[config.mk]
export PLATFORM = sky130hd
export DESIGN_NAME = tentativa_ctrl
export DESIGN_NICKNAME = d
export VERILOG_FILES = /design/src/rtl/tentativa_ctrl.sv
export SDC_FILE = /design/constraint.sdc
export NUM_CORES = 1
export LEC_CHECK = 0
export CAP_MARGIN = 20
export CORE_UTILIZATION = 42
export DETAILED_ROUTE_END_ITERATION = 8
export PLACE_DENSITY = 0.74
export SLEW_MARGIN = 25
export SYNTH_ARGS = -nofsm -noshare
export SYNTH_HDL_FRONTEND = slang
export SYNTH_SLANG_ARGS = --single-unit
[constraint.sdc]
create_clock -name clk -period 2.65 [get_ports clk]
set_input_delay 0.265 -clock clk [delete_from_list [all_inputs] [get_ports clk]]
set_output_delay 0.265 -clock clk [all_outputs]
set_load 0.02 [all_outputs]
[src/rtl/tentativa_ctrl.sv]
// tentativa_ctrl: ENTER conditioning, guess capture, scoring, attempt count.
// Define TENTATIVA_DEBOUNCE_EN to compile in the DEBOUNCE_CYC filter.
module tentativa_ctrl #(
  parameter int MAX_TENT     = 8,
  parameter int DEBOUNCE_CYC = 4
) (
  input  logic       clk,
  input  logic       reset,
  input  logic       key_enter_n,
  input  logic [5:0] sw_tentativa,
  input  logic [5:0] segredo,
  output logic [5:0] tentativa_atual,
  output logic       load_disp,
  output logic [2:0] acertos,
  output logic [3:0] num_tent,
  output logic       venceu,
  output logic       perdeu
);

  if (MAX_TENT < 1 || MAX_TENT > 15) begin : g_bad_max
    $error("MAX_TENT must be 1..15");
  end
  if (DEBOUNCE_CYC < 2) begin : g_bad_deb
    $error("DEBOUNCE_CYC must be >= 2");
  end

  localparam logic [3:0] MAX_N = 4'(MAX_TENT);

  typedef enum logic [1:0] {
    ESPERA,
    COMPARA,
    VITORIA,
    DERROTA
  } estado_t;

  estado_t estado;
  logic    s1, s2;
  logic    estavel, estavel_q;
  logic    ev;

  always_ff @(posedge clk or posedge reset) begin
    if (reset) begin
      s1 <= 1'b1;
      s2 <= 1'b1;
    end else begin
      s1 <= key_enter_n;
      s2 <= s1;
    end
  end

`ifdef TENTATIVA_DEBOUNCE_EN
  localparam int CW = $clog2(DEBOUNCE_CYC);
  localparam logic [CW-1:0] CNT_LAST = CW'(DEBOUNCE_CYC - 1);

  logic [CW-1:0] cnt;

  // A new level is taken only after it has held for DEBOUNCE_CYC edges.
  always_ff @(posedge clk or posedge reset) begin
    if (reset) begin
      cnt     <= '0;
      estavel <= 1'b1;
    end else if (s2 == estavel) begin
      cnt <= '0;
    end else if (cnt == CNT_LAST) begin
      cnt     <= '0;
      estavel <= s2;
    end else begin
      cnt <= cnt + 1'b1;
    end
  end
`else
  assign estavel = s2;
`endif

  always_ff @(posedge clk or posedge reset) begin
    if (reset) estavel_q <= 1'b1;
    else       estavel_q <= estavel;
  end

  assign ev = estavel_q & ~estavel;

  function automatic logic [2:0] iguais(
    input logic [5:0] a,
    input logic [5:0] b
  );
    logic [2:0] n;
    n = '0;
    for (int i = 0; i < 6; i++) begin
      n = n + {2'b00, ~(a[i] ^ b[i])};
    end
    return n;
  endfunction

  always_ff @(posedge clk or posedge reset) begin
    if (reset) begin
      estado          <= ESPERA;
      tentativa_atual <= '0;
      load_disp       <= 1'b0;
      acertos         <= '0;
      num_tent        <= '0;
      venceu          <= 1'b0;
      perdeu          <= 1'b0;
    end else begin
      load_disp <= 1'b0;
      unique case (estado)
        ESPERA: begin
          if (ev) begin
            tentativa_atual <= sw_tentativa;
            num_tent        <= num_tent + 4'd1;
            load_disp       <= 1'b1;
            estado          <= COMPARA;
          end
        end
        COMPARA: begin
          acertos <= iguais(tentativa_atual, segredo);
          if (tentativa_atual == segredo) begin
            venceu <= 1'b1;
            estado <= VITORIA;
          end else if (num_tent == MAX_N) begin
            perdeu <= 1'b1;
            estado <= DERROTA;
          end else begin
            estado <= ESPERA;
          end
        end
        VITORIA, DERROTA: begin
          // Restart press: clears the score but keeps the displayed guess.
          if (ev) begin
            num_tent <= '0;
            acertos  <= '0;
            venceu   <= 1'b0;
            perdeu   <= 1'b0;
            estado   <= ESPERA;
          end
        end
        default: estado <= ESPERA;
      endcase
    end
  end

endmodule
==> flow_summary_export.csv <==
group,metric,value,unit
status,status,"finished with violations",
status,violations,"negative setup slack",
synthesis,yosys_warnings,0,
power_and_ir_drop,switching_share,0.423,
worst_hold_path,min_path_type,"in2reg",
finish,final_common_cell,"clkdlybuf4s50_1",
timing,rsz0062_at_grt,"yes",
die,io_pins,31,
timing,setup-tns-final,-51.1,ps
drt,highest_layer,"met3",
clocking,cts_tree,"built",
timing,clock.fmax,370,MHz
power_and_ir_drop,p_switching,807,µW
place,dp_hpwl,1590,µm
timing,hold_viol,0,
synthesis,synth.area.top_cells,"dfrtp_1 (41%), dfstp_2 (7.1%), mux2_2 (6.1%)",
clocking,path_clk_slew,120,ps
drt,vias,798,
synthesis,synth_cells,96,
synthesis,syn-num-nets,118,
die,initial_utilization,0.448,
flow_run,maxCapViolCount,0,
global_routing,grt_max_degree,22,
timing,setup_viol,1,
power_and_ir_drop,p_per_area,1260,nW/µm²
drt,drt_iter0_markers,8,
global_routing,antenna_found_initial,0,
timing,min_period_over_period,1.02,
setup_path,criticalPathCategory,"reg2reg",
clocking,cts_buffers,3,
finish,final_nets,154,
synthesis,synth_area_per_cell,11.6,µm²
clocking,cts.sinks,21,
clocking,cts.path.max_buffers,2,
drt,drt-wirelength-per-cell,13.3,µm
finish,drive_gt1_frac,0.168,
timing,fin_skew,2.57,ps
die,row_count,18,
drt,met2RoutedLength,1120,µm
drt,drt_wl_total,2140,µm
power_and_ir_drop,p_comb_frac,0.591,
die,core_area,2480,µm²
drt,dr.pass1.iters,4,
place,gp_congestion,0.842,
drt,drt-met1-wl,970,µm
drt,via_per_inst,4.96,
timing,timing.hold.ws,362,ps
clocking,clock_latency,300,ps
synthesis,ys_seq_area_frac,0.476,
drt,drc,0,
die,die_h,53.4,µm
drt,ant_nets,0,
timing,setup_slack,-51.1,ps
place,place_ws,-399,ps
power_and_ir_drop,peakVddDrop,0.972,mV
power_and_ir_drop,clkPwrFrac,0.083,
global_routing,grt_pass1_vias,844,
die,die_width,53.4,µm
setup_path,cp-start-kind,"flop",
synthesis,syn-cell-area,1110,µm²
synthesis,synth.distinct_cells,32,
timing,relSlewSlack,0.478,
power_and_ir_drop,leakage,0.698,nW
finish,final_cell_mix,"clkdlybuf4s50_1 (29), dfrtp_1 (16), inv_1 (10)",
setup_path,worst-path-max-fanout,2,
synthesis,synth.top_cell.area_share,0.405,
die,die_area,2860,µm²
clocking,htree_levels,1,
timing,report.final.slew_viol_count,0,
global_routing,grt_usage,0.183,
timing,worstMarginPinSlew,781,ps
power_and_ir_drop,seqPwrFrac,0.326,
setup_path,cp.arrival,2890,ps
drt,wl_met3,53,µm
clocking,clock-root-buffer,"clkbuf_4",
timing,fin_crit,2700,ps
finish,insertedDiodeCount,0,
synthesis,synth_seq_cells,21,
setup_path,crit_required,2840,ps
synthesis,yosys.area.top_type,"dfrtp_1",
place,portBuffers,30,
finish,synthToLayoutAreaGrowth,36.3,%
global_routing,grt_pass1_wl,3720,µm
power_and_ir_drop,p_int,1.10,mW
setup_path,cp-end-kind,"flop",
global_routing,grt_remaining_overflow,0,
state kept, by name, indices dropped and copies added, names as in the netlist:
register	cells
num_tent	4
s1	1
tentativa_atual	6
perdeu	1
venceu	1
estado	2
estavel	1
load_disp	1
acertos	3
estavel_q	1
logic make-up after synthesis:
logic type | count (synthesis) | share of synthesized area
buffers and inverters | 13 | 0.0507
adder cells (fa/ha/maj) | 7 | 0.0991
AO/OA/AOI/OAI | 15 | 0.0901
multiplexers | 10 | 0.0968
XOR/XNOR | 6 | 0.0473
AND/OR/NAND/NOR | 24 | 0.140
flip-flops | 21 | 0.476
cells in the mapped netlist:
cell and count:
a2111o_1 1, a21o_1 2, a21oi_1 1, a22o_1 2, and2b_1 1, and3_1 1, and3b_1 1, buf_6 1
clkbuf_1 2, dfrtp_1 18, dfstp_2 3, fa_1 3, ha_1 4, inv_1 10, mux2_2 6, mux2i_1 4
nand2_1 8, nand2b_1 1, nand3_1 3, nand3b_1 1, nand4b_1 1, nor2b_1 2, nor3_1 1, nor3b_1 1
nor4b_1 1, nor4b_4 1, o211ai_1 1, o21ai_0 7, o221ai_1 1, or2b_1 1, xnor2_1 3, xor2_1 3
through the flow:
stage	instance area [µm²]	power, mW	std cells	utilization
final	1510	1.91	161	0.611
after global placement	1470	1.71	156	0.593
after floorplan	1130	1.34	96	-
after detailed placement	1470	1.75	156	0.593
after CTS	1500	1.92	161	0.607
after global routing	1510	2.09	161	0.611
power groups by stage:
stage	Combinational, mW	Sequential, mW	Clock [mW]
4_1_cts	1.13	0.621	0.162
5_1_grt	1.27	0.647	0.170
6_report	1.13	0.622	0.159
2_1_floorplan	0.633	0.707	0
3_3_place_gp	1.09	0.621	0
3_5_place_dp	1.12	0.629	0
routing by layer:
metal / vias to the layer above / global-route usage
met5: - / 0
met2: 11 / 0.302
li1: 395 / -
met4: 0 / 0.0965
met3: 0 / 0.0287
met1: 392 / 0.227
critical path, cell delays in order (launching register included):
cell	delay, ps
dfrtp_2	450
xnor2_2	150
fa_1	540
inv_1	50
fa_1	420
inv_1	70
ha_1	140
inv_1	50
fa_1	470
inv_1	40
mux2i_1	120
o21ai_1	80
final timing paths:
kind | startpoint | to | slack [ps] | cells after the start
max in group asynchronous | reset | tentativa_atual[0] | 1720 | 2
min in group asynchronous | reset | tentativa_atual[2] | 400 | 2
setup reg to reg | tentativa_atual[0] | acertos[1] | -50 | 11
hold reg to reg | s1 | estavel | 370 | 0
hold / removal | key_enter_n | s1 | 360 | 1
setup / recovery | tentativa_atual[0] | acertos[1] | -50 | 11
timing repair:
| item | 4_1_cts | 5_1_grt |
|---|---|---|
| buffers inserted | 1 | 0 |
| pin swaps | 0 | 1 |
| hold endpoints to repair | 0 | 0 |
| setup endpoints to repair | 1 | 2 |
| resized for setup | 0 | 3 |
| hold buffers | 0 | 0 |
layout make-up:
class / count / area [µm²]
clock buffers: 4 / 26.3
flip-flops and latches: 21 / 532
multi-input cells: 62 / 548
well taps: 30 / 37.5
fillers: 202 / 963
repair buffers: 34 / 333
inverters: 10 / 37.5
(Power assumes the default switching activity.)
